--- src/rtl/rvv_pkg.sv ---
// Shared RVV types and helpers: func3/func6 encodings, vtype layout,
// OPCFG zimm layout, vl width, register-group masks and VLMAX.
package rvv_pkg;

  localparam logic [6:0] OpcodeVec = 7'b1010111;

  typedef enum logic [2:0] {
    OPIVV = 3'b000,
    OPFVV = 3'b001,
    OPMVV = 3'b010,
    OPIVI = 3'b011,
    OPIVX = 3'b100,
    OPFVF = 3'b101,
    OPMVX = 3'b110,
    OPCFG = 3'b111
  } opcodev_func3_e;

  typedef enum logic [5:0] {
    OPVADD   = 6'b000000,
    OPVSUB   = 6'b000010,
    OPVRSUB  = 6'b000011,
    OPVMINU  = 6'b000100,
    OPVMIN   = 6'b000101,
    OPVMAXU  = 6'b000110,
    OPVMAX   = 6'b000111,
    OPVAND   = 6'b001001,
    OPVOR    = 6'b001010,
    OPVXOR   = 6'b001011,
    OPVMERGE = 6'b010111,
    OPVSLL   = 6'b100101,
    OPVSRL   = 6'b101000,
    OPVSRA   = 6'b101001
  } opcodev_func6_e;

  typedef enum logic [2:0] {
    EW8  = 3'd0,
    EW16 = 3'd1,
    EW32 = 3'd2,
    EW64 = 3'd3
  } vew_e;

  typedef enum logic [2:0] {
    LMUL_1    = 3'd0,
    LMUL_2    = 3'd1,
    LMUL_4    = 3'd2,
    LMUL_8    = 3'd3,
    LMUL_RSVD = 3'd4,
    LMUL_1_8  = 3'd5,
    LMUL_1_4  = 3'd6,
    LMUL_1_2  = 3'd7
  } vlmul_e;

  typedef struct packed {
    logic   vill;
    logic   vma;
    logic   vta;
    vew_e   vsew;
    vlmul_e vlmul;
  } vtype_t;

  typedef struct packed {
    logic [2:0] rsvd;
    logic       vma;
    logic       vta;
    logic [2:0] vsew;
    vlmul_e     vlmul;
  } vtype_zimm_t;

  typedef enum logic {
    ST_EMPTY = 1'b0,
    ST_HELD  = 1'b1
  } hold_state_e;

  localparam vtype_t VtypeVill = '{
    vill: 1'b1, vma: 1'b0, vta: 1'b0,
    vsew: EW8, vlmul: LMUL_1
  };

  function automatic int unsigned VlWidth(
    input int unsigned vlen
  );
    return $clog2(vlen) + 1;
  endfunction

  function automatic logic [31:0] group_mask(
    input logic [4:0] vreg,
    input vlmul_e     vlmul
  );
    logic [31:0] m;
    case (vlmul)
      LMUL_2:  m = 32'h0000_0003;
      LMUL_4:  m = 32'h0000_000F;
      LMUL_8:  m = 32'h0000_00FF;
      default: m = 32'h0000_0001;
    endcase
    return m << vreg;
  endfunction

  function automatic logic [31:0] vlmax(
    input logic [2:0]  vsew,
    input vlmul_e      vlmul,
    input int unsigned vlen
  );
    logic [31:0] base;
    logic [2:0]  l;
    l    = vlmul;
    base = 32'(vlen) >> (32'd3 + 32'(vsew));
    if (!l[2]) return base << l[1:0];
    return base >> (32'd8 - 32'(l));
  endfunction

  function automatic logic func6_valid(
    input logic [5:0] f6
  );
    case (f6)
      OPVADD, OPVSUB, OPVRSUB,
      OPVMINU, OPVMIN, OPVMAXU, OPVMAX,
      OPVAND, OPVOR, OPVXOR,
      OPVMERGE, OPVSLL, OPVSRL, OPVSRA:
        return 1'b1;
      default:
        return 1'b0;
    endcase
  endfunction

endpackage

--- src/rtl/vinsn_issue_ctrl_inflight_fifo.sv ---
// In-flight op FIFO: i_push/i_data enqueue, i_pop dequeues the head,
// o_full/o_empty report occupancy, o_head shows the oldest entry.
module inflight_fifo #(
  parameter int unsigned Width = 32,
  parameter int unsigned Depth = 4
) (
  input  logic             i_clk,
  input  logic             i_rst_n,
  input  logic             i_push,
  input  logic [Width-1:0] i_data,
  input  logic             i_pop,
  output logic             o_full,
  output logic             o_empty,
  output logic [Width-1:0] o_head
);

  localparam int unsigned AW = $clog2(Depth);

  logic [Width-1:0] r_mem [Depth];
  logic [AW:0]      r_wptr;
  logic [AW:0]      r_rptr;
  logic             w_wr;
  logic             w_rd;

  assign o_empty = (r_wptr == r_rptr);
  assign o_full  = (r_wptr[AW] != r_rptr[AW]) &&
                   (r_wptr[AW-1:0] == r_rptr[AW-1:0]);
  assign o_head  = r_mem[r_rptr[AW-1:0]];
  assign w_wr    = i_push && !o_full;
  assign w_rd    = i_pop && !o_empty;

  always_ff @(posedge i_clk) begin
    if (!i_rst_n) begin
      r_wptr <= '0;
      r_rptr <= '0;
    end else begin
      if (w_wr) r_wptr <= r_wptr + 1'b1;
      if (w_rd) r_rptr <= r_rptr + 1'b1;
    end
  end

  always_ff @(posedge i_clk) begin
    if (w_wr) r_mem[r_wptr[AW-1:0]] <= i_data;
  end

endmodule

--- src/rtl/vinsn_issue_ctrl.sv ---
// Vector issue controller: insn_* feed in, issue_* op out to the VFU,
// done_i retires in-flight ops, vtype_o/vl_o hold vsetvli state.
module vinsn_issue_ctrl
  import rvv_pkg::*;
#(
  parameter int unsigned VLEN       = 128,
  parameter int unsigned NrInflight = 4,
  localparam int unsigned VlW       = VlWidth(VLEN)
) (
  input  logic           clk_i,
  input  logic           rst_ni,
  input  logic           insn_valid_i,
  output logic           insn_ready_o,
  input  logic [31:0]    insn_i,
  input  logic [63:0]    rs1_i,
  output logic           issue_valid_o,
  input  logic           issue_ready_i,
  output logic [5:0]     issue_func6_o,
  output logic [2:0]     issue_func3_o,
  output logic           issue_vm_o,
  output logic [4:0]     issue_vs1_o,
  output logic [4:0]     issue_vs2_o,
  output logic [4:0]     issue_vd_o,
  output logic [63:0]    issue_scalar_o,
  output vtype_t         issue_vtype_o,
  output logic [VlW-1:0] issue_vl_o,
  input  logic           done_i,
  output logic           illegal_o,
  output vtype_t         vtype_o,
  output logic [VlW-1:0] vl_o
);

  hold_state_e    r_state;
  logic [31:0]    r_insn;
  logic [63:0]    r_rs1;
  vtype_t         r_vtype;
  logic [VlW-1:0] r_vl;
  logic [31:0]    r_busy;

  logic        w_held;
  logic [6:0]  w_opcode;
  logic [2:0]  w_f3;
  logic [5:0]  w_f6;
  logic        w_vm;
  logic [4:0]  w_vs1;
  logic [4:0]  w_vs2;
  logic [4:0]  w_vd;

  assign w_held   = (r_state == ST_HELD);
  assign w_opcode = r_insn[6:0];
  assign w_vd     = r_insn[11:7];
  assign w_f3     = r_insn[14:12];
  assign w_vs1    = r_insn[19:15];
  assign w_vs2    = r_insn[24:20];
  assign w_vm     = r_insn[25];
  assign w_f6     = r_insn[31:26];

  // vsetivli carries a 10-bit zimm; widen so both forms share a layout
  vtype_zimm_t    w_zimm;
  logic [31:0]    w_cfg_vlmax;
  logic [63:0]    w_avl;
  logic           w_cfg_vill;
  logic [VlW-1:0] w_cfg_vl;
  vtype_t         w_cfg_vtype;
  logic           w_is_cfg;

  assign w_zimm = r_insn[31] ?
    vtype_zimm_t'({1'b0, r_insn[29:20]}) :
    vtype_zimm_t'(r_insn[30:20]);

  assign w_cfg_vlmax =
    vlmax(w_zimm.vsew, w_zimm.vlmul, VLEN);

  always_comb begin
    w_avl = r_rs1;
    if (r_insn[31])
      w_avl = {59'd0, w_vs1};
    else if (w_vs1 == 5'd0)
      w_avl = {32'd0, w_cfg_vlmax};
  end

  assign w_cfg_vill =
    (w_zimm.vlmul == LMUL_RSVD) ||
    (w_zimm.rsvd != 3'd0) ||
    (w_cfg_vlmax == 32'd0);

  assign w_cfg_vl =
    (w_avl < {32'd0, w_cfg_vlmax}) ?
    w_avl[VlW-1:0] : w_cfg_vlmax[VlW-1:0];

  assign w_cfg_vtype = '{
    vill:  1'b0,
    vma:   w_zimm.vma,
    vta:   w_zimm.vta,
    vsew:  vew_e'(w_zimm.vsew),
    vlmul: w_zimm.vlmul
  };

  // insn[31:30]==2'b10 (vsetvl) is not a config op and falls to illegal
  assign w_is_cfg =
    (w_opcode == OpcodeVec) &&
    (w_f3 == OPCFG) &&
    (!r_insn[31] || r_insn[30]);

  logic        w_is_vv;
  logic        w_is_vx;
  logic        w_is_vi;
  logic        w_f3_ok;
  logic [4:0]  w_gm1;
  logic        w_misalign;
  logic        w_illegal;
  logic        w_arith;
  logic [31:0] w_need;
  logic [31:0] w_vd_mask;
  logic        w_hazard;

  assign w_is_vv = (w_f3 == OPIVV);
  assign w_is_vx = (w_f3 == OPIVX);
  assign w_is_vi = (w_f3 == OPIVI);
  assign w_f3_ok = w_is_vv || w_is_vx || w_is_vi;

  always_comb begin
    case (r_vtype.vlmul)
      LMUL_2:  w_gm1 = 5'd1;
      LMUL_4:  w_gm1 = 5'd3;
      LMUL_8:  w_gm1 = 5'd7;
      default: w_gm1 = 5'd0;
    endcase
  end

  assign w_misalign =
    (|(w_vd & w_gm1)) ||
    (|(w_vs2 & w_gm1)) ||
    (w_is_vv && |(w_vs1 & w_gm1));

  assign w_illegal = !w_is_cfg && (
    (w_opcode != OpcodeVec) ||
    !w_f3_ok ||
    !func6_valid(w_f6) ||
    r_vtype.vill ||
    w_misalign ||
    (!w_vm && (w_vd == 5'd0)));

  assign w_arith = !w_is_cfg && !w_illegal;

  assign w_vd_mask = group_mask(w_vd, r_vtype.vlmul);

  assign w_need =
    w_vd_mask |
    group_mask(w_vs2, r_vtype.vlmul) |
    (w_is_vv ? group_mask(w_vs1, r_vtype.vlmul) : 32'd0) |
    (w_vm ? 32'd0 : 32'd1);

  // Only the registered busy mask is consulted, so a release is seen
  // one cycle after done_i
  assign w_hazard = |(r_busy & w_need);

  logic        w_full;
  logic        w_empty;
  logic [31:0] w_head;
  logic        w_issue_hs;
  logic        w_retire;
  logic        w_accept;
  logic        w_pop;

  assign issue_valid_o =
    w_held && w_arith && !w_hazard && !w_full;

  assign w_issue_hs = issue_valid_o && issue_ready_i;
  assign w_retire   =
    w_held && (w_is_cfg || w_illegal || w_issue_hs);
  assign insn_ready_o = !w_held || w_retire;
  assign w_accept     = insn_valid_i && insn_ready_o;
  assign w_pop        = done_i && !w_empty;

  inflight_fifo #(
    .Width (32),
    .Depth (NrInflight)
  ) u_fifo (
    .i_clk   (clk_i),
    .i_rst_n (rst_ni),
    .i_push  (w_issue_hs),
    .i_data  (w_vd_mask),
    .i_pop   (w_pop),
    .o_full  (w_full),
    .o_empty (w_empty),
    .o_head  (w_head)
  );

  always_ff @(posedge clk_i) begin
    if (!rst_ni) begin
      r_state <= ST_EMPTY;
      r_insn  <= '0;
      r_rs1   <= '0;
      r_vtype <= VtypeVill;
      r_vl    <= '0;
      r_busy  <= '0;
    end else begin
      if (w_accept) begin
        r_state <= ST_HELD;
        r_insn  <= insn_i;
        r_rs1   <= rs1_i;
      end else if (w_retire) begin
        r_state <= ST_EMPTY;
      end
      if (w_held && w_is_cfg) begin
        if (w_cfg_vill) begin
          r_vtype <= VtypeVill;
          r_vl    <= '0;
        end else begin
          r_vtype <= w_cfg_vtype;
          r_vl    <= w_cfg_vl;
        end
      end
      r_busy <=
        (r_busy & ~(w_pop ? w_head : 32'd0)) |
        (w_issue_hs ? w_vd_mask : 32'd0);
    end
  end

  always_comb begin
    issue_scalar_o = '0;
    unique case (1'b1)
      w_is_vx: issue_scalar_o = r_rs1;
      w_is_vi: issue_scalar_o = {{59{w_vs1[4]}}, w_vs1};
      default: issue_scalar_o = '0;
    endcase
  end

  assign issue_func6_o = w_f6;
  assign issue_func3_o = w_f3;
  assign issue_vm_o    = w_vm;
  assign issue_vs1_o   = w_vs1;
  assign issue_vs2_o   = w_vs2;
  assign issue_vd_o    = w_vd;
  assign issue_vtype_o = r_vtype;
  assign issue_vl_o    = r_vl;
  assign illegal_o     = w_held && w_illegal;
  assign vtype_o       = r_vtype;
  assign vl_o          = r_vl;

endmodule

--- config.mk ---
export PLATFORM = sky130hd
export DESIGN_NAME = vinsn_issue_ctrl
export DESIGN_NICKNAME = d
export VERILOG_FILES = /design/src/rtl/rvv_pkg.sv /design/src/rtl/vinsn_issue_ctrl_inflight_fifo.sv /design/src/rtl/vinsn_issue_ctrl.sv
export SDC_FILE = /design/constraint.sdc
export NUM_CORES = 1
export LEC_CHECK = 0
export ABC_CLOCK_PERIOD_IN_PS = 5150
export CAP_MARGIN = 5
export CORE_MARGIN = 5
export CORE_UTILIZATION = 30
export CTS_CLUSTER_SIZE = 28
export DETAILED_ROUTE_END_ITERATION = 10
export PLACE_DENSITY = 0.45
export SYNTH_ARGS = -nofsm -noshare
export SYNTH_HDL_FRONTEND = slang
export SYNTH_SLANG_ARGS = --single-unit
--- constraint.sdc ---
create_clock -name clk_i -period 5.15 [get_ports clk_i]
set_input_delay 1.2875 -clock clk_i [delete_from_list [all_inputs] [get_ports clk_i]]
set_output_delay 1.2875 -clock clk_i [all_outputs]
set_load 0.03 [all_outputs]
=== Word-level counts from Yosys, hierarchy flattened ===
Memory sizes are Yosys's and may differ from the RTL's. A register that Yosys moved wholly into a read port is not among the register bits.
Cells that the tools add are included.

* Register bits: 152
* Bits in latches: 0
* Memory bits (writable): 128
* Memory bits (read-only): 64
* Input bits: 101
* Logic and storage cells: 122
* Memories: 2

* $add $sub $neg: 4
* $mul: 0
* Div/mod/pow operators: 0
* $lt $le $gt $ge: 1
* Eq/ne operators: 12
* Shift operators: 6
* Muxes and demuxes: 22
* Bitwise logic cells: 10
* Reductions and logical operators: 53

{| class="wikitable"
|+ Memory list
! memory !! depth !! width !! read ports !! clocked after memory_dff !! write ports !! line !! RTL
|-
| u_fifo.r_mem || 4 || 32 || 1 || 1 || 1 || vinsn_issue_ctrl_inflight_fifo.sv:19 || <nowiki>logic [Width-1:0] r_mem [Depth];</nowiki>
|-
| (no name shown) || 64 || 1 || 1 || 1 || 0 || rvv_pkg.sv:115 || <nowiki>case (f6)</nowiki>
|}

{| class="wikitable"
|+ Operators by type and width
! operator !! count
|-
| $mux W32 || 4
|-
| $mux W64 || 2
|-
| $pmux W64 S2 || 1
|-
| $or A32 B32 Y32 || 3
|-
| $shl A32 B5 Y32 || 3
|-
| $and A32 B32 Y32 || 2
|-
| $lt A64 B32 Y1 || 1
|-
| $logic_not A32 Y1 || 1
|-
| $not A32 Y32 || 1
|-
| $or A32 B1 Y32 || 1
|-
| $reduce_or A32 Y1 || 1
|-
| $shl A32 B2 Y32 || 1
|-
| $shr A32 B32 Y32 || 1
|-
| $shr A8 B4 Y32 const A || 1
|-
| $pmux W8 S3 || 1
|-
| $logic_and A1 B1 Y1 || 18
|-
| $mux W8 || 2
|-
| $and A5 B5 Y5 || 3
|-
| $logic_or A1 B1 Y1 || 15
|-
| $reduce_or A5 Y1 || 3
|-
| $mux W6 || 2
|-
| $mux W11 || 1
|-
| $logic_not A1 Y1 || 10
|-
| $logic_not A5 Y1 || 2
|-
| other kinds (18) || 28
|}

=== Longest topological paths before layout ===
* Depth in word-level cells: 22
* Mapped depth: 17
* Depth with buffers taken out: 17

=== By module ===
From an unflattened synthesis, not the netlist that was laid out.

* Cell total of the unflattened synthesis: 1611
* Area total of the unflattened synthesis: 15278.4 um^2

{| class="wikitable"
|+ By module, submodules not included
! module !! instances !! cells an instance !! area an instance (um^2) !! sequential area each (um^2)
|-
| vinsn_issue_ctrl || 1 || 1376 || 10108.4 || 2942.8
|-
| inflight_fifo || 1 || 235 || 5170.0 || 4003.8
|}

=== Worst setup path before layout ===
Ideal clock, no wire load.

* Kind: reg-to-output
* From: reg r_vtype, in the netlist issue_vtype_o[2]
* To: out insn_ready_o
* Data arrival time: 3151 ps
* Data required time: 3863 ps
* Slack: 711 ps
* Stages on the path, launching flop included: 11
* Buffers on the path: 1
* Path through: dfxtp_1 > nor2b_1 > buf_2 > o31ai_1 > nand2_1 > a311o_1 > a211o_1 > nor4_1 > nand4_1 > nor4_2 > nand2b_1

* Word-level cells in the longest chain between the ends: 18
* Elaborated cells between the ends (all ways): 37
* Those cells by class: eq/ne: 3; shift: 3; mux: 3; bitwise: 7; reduce/logical: 21

{| class="wikitable"
|+ Ends and longest elaborated chain
! element !! line !! RTL
|-
| start, declared || vinsn_issue_ctrl.sv:36 || <nowiki>vtype_t r_vtype;</nowiki>
|-
| start signal, assigned || vinsn_issue_ctrl.sv:195 || <nowiki>r_vtype <= VtypeVill;</nowiki>
|-
| start signal, assigned || vinsn_issue_ctrl.sv:208 || <nowiki>r_vtype <= VtypeVill;</nowiki>
|-
| start signal, assigned || vinsn_issue_ctrl.sv:211 || <nowiki>r_vtype <= w_cfg_vtype;</nowiki>
|-
| parallel branches: the longest is 15 deep, another holds $shl A32 B5 Y32 || n/a ||
|-
| $logic_or A1 B1 Y1 * || vinsn_issue_ctrl.sv:171 || <nowiki>w_held && (w_is_cfg || w_illegal || w_issue_hs);</nowiki>
|-
| $logic_and A1 B1 Y1 * || vinsn_issue_ctrl.sv:171 ||
|-
| $logic_or A1 B1 Y1 * || vinsn_issue_ctrl.sv:172 || <nowiki>assign insn_ready_o = !w_held || w_retire;</nowiki>
|-
| end, declared || vinsn_issue_ctrl.sv:13 || <nowiki>output logic insn_ready_o,</nowiki>
|}

Mark *: on every way between the ends.

=== Worst setup path in the final report ===
* From: reg r_insn[22]
* To: out insn_ready_o

* Word-level cells in the longest chain between the ends: 16
* Elaborated cells between the ends (all ways): 24
* Those cells by class: shift: 1; bitwise: 5; reduce/logical: 18

{| class="wikitable"
|+ Ends and longest elaborated chain
! element !! line !! RTL
|-
| start, declared || vinsn_issue_ctrl.sv:34 || <nowiki>logic [31:0] r_insn;</nowiki>
|-
| start signal, assigned || vinsn_issue_ctrl.sv:201 || <nowiki>r_insn <= insn_i;</nowiki>
|-
| parallel branches: the longest is 13 deep, another holds $shl A32 B5 Y32 || n/a ||
|-
| $logic_or A1 B1 Y1 * || vinsn_issue_ctrl.sv:171 ||
|-
| $logic_and A1 B1 Y1 * || vinsn_issue_ctrl.sv:171 ||
|-
| $logic_or A1 B1 Y1 * || vinsn_issue_ctrl.sv:172 ||
|}

Marks and branches as above.

==> run_results.csv <==
group,metric,value,unit
worst_setup_path,crit_type,"reg -> out",
synthesis,synth_cell_type_count,86,
worst_setup_path,path_max_fanout,24,
floorplanning,core_area,50300,sq um
detailed_routing,wl_per_cell,24.2,um
cells_and_area,fin_cells,2496,
sta,worstMarginPinSlew,1.12,ns
synthesis,postSynthAreaPerCell,9.44,sq um
detailed_routing,finalWirelength,60400,um
placed_design,gp_congestion,0.930,
clocking,root_buffer,"clkbuf_16",
pwr,cellPowerDensity,280,nW/um^2
placed_design,dp_cells,2429,
clocking,cts_inserted_buffers,35,
detailed_routing,ant_nets,0,
cells_and_area,area_delta_synth_final,27.8,%
sta,fin_setup_tns,0,ns
sta,max_freq,195,MHz
global_routing,grt_start_max_net_pins,81,
detailed_routing,drc,0,
cells_and_area,finalInstanceArea,19500,sq um
detailed_routing,via_per_inst,5.30,
global_routing,antenna_found_initial,4,
placed_design,post-place-ws,0.197,ns
global_routing,grt_use_total,20.9,%
run_status,status,"complete, no violations",
synthesis,async_flop_share,0,%
global_routing,grt_overflow_total,0,
detailed_routing,drt-initial-drc-count,1055,
floorplanning,start_util,30.4,%
synthesis,syn_area,15300,sq um
pwr,p_leak,0.00723,uW
cells_and_area,drive_gt1_share,12.0,%
placed_design,dp_hpwl,44800,um
hold_path,hp-class,"reg -> reg",
clocking,clk_pin_slew,0.06,ns
floorplanning,die_w,236,um
sta,min_period,5.12,ns
sta,period_share,99.3,%
worst_setup_path,r2r_setup_slack,0.82,ns
cells_and_area,fin_nets,1912,
detailed_routing,first_pass_iters,5,
sta,hold_viol_final,0,
synthesis,synth_ff_type,"dfxtp_1",
synthesis,synth_cells,1618,
cells_and_area,fill_cells,5089,
placed_design,port_buffers,226,
worst_setup_path,required,3.86,ns
clocking,clkSinkCount,283,
floorplanning,io_pins,227,
synthesis,ys_seq_area_share,45.5,%
clocking,h-tree-depth,2,
sta,slew_headroom,24.8,%
worst_setup_path,worstSetupStartpointType,"flip-flop",
floorplanning,rows,82,
pwr,vdd_drop_max,0.176,mV
floorplanning,dieArea,55500,sq um
worst_setup_path,worst_setup_path_end_kind,"output port",
synthesis,synth_seq_cells,283,
sta,drv_slew,0,
pwr,power,5470,uW
clocking,cts_buffer_depth,3,
clocking,clk_latency,0.55,ns
detailed_routing,vias,13200,
clocking,cts_tree,"done",
synthesis,synth_fp_nets,1734,
synthesis,ys_warn_count,0,
global_routing,grt_pass1_wl,88900,um
sta,fin_ws,0.0338,ns
sta,setup_viol,0,
sta,skew,0.0183,ns
global_routing,grt_pass1_vias,13200,
synthesis,synth_edf_count,128,
floorplanning,die_y,236,um
run,maxCapViolCount,0,
placed_design,place_area,18200,sq um
worst_setup_path,arrival,3.83,ns
-- metal layers --
metal  up-vias  GRT usage (%)  wire [um]
met5         -              0         34
met4         6           6.19       1770
met3        97           5.19       4140
met2       458           33.0      27400
met1      6495           28.4      27100
li1       6181              -          -
-- registers in the layout (all words and copies together) (netlist names), named ones only --
| name | count |
|---|---|
| r_insn | 32 |
| r_busy | 32 |
| r_rs1 | 64 |
| u_fifo.r_wptr | 3 |
| issue_vtype_o | 9 |
| u_fifo.r_mem | 128 |
| r_state | 1 |
| u_fifo.r_rptr | 3 |
| issue_vl_o | 8 |
-- cell usage after synthesis (all sizes together) (19+ instances only) --
cell | count | area, sq um
nand2 | 277 | 1040
dfxtp | 155 | 3100
a21boi | 131 | 983
edfxtp | 128 | 3840
buf | 101 | 621
o21ai | 80 | 404
clkbuf | 68 | 255
nor2 | 65 | 244
a21o | 64 | 480
inv | 62 | 233
a21oi | 51 | 255
mux4 | 32 | 721
and2 | 26 | 163
nor4 | 26 | 175
nor2b | 24 | 150
mux2i | 23 | 230
nand2b | 21 | 131
nand3 | 19 | 95.1
nor3 | 19 | 100
-- power breakdown --
| group | switching, uW | leakage [uW] | internal (uW) |
|---|---|---|---|
| logic | 357 | 0.00427 | 260 |
| clock network | 979 | 0.000543 | 1440 |
| registers | 55.6 | 0.00242 | 2380 |
| total | 1390 | 0.00723 | 4080 |
-- what timing repair did --
action | 4_1_cts | 5_1_grt
setup buffers | 0 | 2
endpoints found under the setup margin | 2 | 2
resized for setup | 13 | 25
hold buffers | 0 | 0
pin swaps | 1 | 8
-- critical path, stage by stage (launching register included) --
cell,delay [ns]
dfxtp_1,0.36
buf_4,0.24
a22oi_1,0.21
a221oi_1,0.17
o311ai_0,0.66
o21ai_0,0.36
nor4_4,0.24
nand4_1,0.23
nor4_4,0.44
nand2b_4,0.24
buf_12,0.13
-- path summary, 6_finish.rpt --
kind,end,start,cells after the start
hold reg to reg,r_insn[5],r_insn[5],2
hold / removal,r_insn[5],r_insn[5],2
setup reg to reg,issue_vl_o[5],r_insn[24],15
setup / recovery,insn_ready_o,r_insn[22],10
-- cells in the final DEF (no fill, tap or decap), types with 24 or more instances in the layout --
cell / Yosys / routed
a21boi_0: 34 / 33
buf_4: 50 / 75
dfxtp_1: 155 / 146
clkbuf_16: 0 / 37
mux4_2: 32 / 32
a21oi_1: 51 / 50
nor2_1: 65 / 65
o21ai_0: 77 / 75
a21boi_1: 97 / 98
and2_1: 26 / 24
nand2_1: 277 / 276
clkdlybuf4s50_1: 0 / 223
a21o_1: 64 / 64
edfxtp_1: 128 / 128
inv_1: 61 / 61
-- layout make-up --
cell class              count  area, sq um  area share (%)
multi-input cells        1103         7340            37.6
flip-flops and latches    283         6960            35.7
repair buffers            310         3010            15.4
clock buffers              54         1040            5.33
well taps                 672          841            4.31
inverters                  63          236            1.21
clock inverters             9         77.6           0.398
diodes                      2         5.00          0.0256
-- through the flow --
stage          util, %  hold WS [ns]
2_1_floorplan        -         0.430
6_report          38.8         0.450
4_1_cts           38.6         0.452
3_5_place_dp      36.3         0.443
5_1_grt           38.8         0.470
3_3_place_gp      36.3         0.439
-- cells by family after synthesis --
kind of cell | share of synthesized area, %
buffers and inverters | 7.29
DFF | 45.5
and+or+nand+nor | 16.9
xor gates and xnor gates | 0.574
muxes | 6.75
adders and majority gates | 1.36
AOI/OAI and AO/OA | 21.7
(Power assumes the default switching activity.)
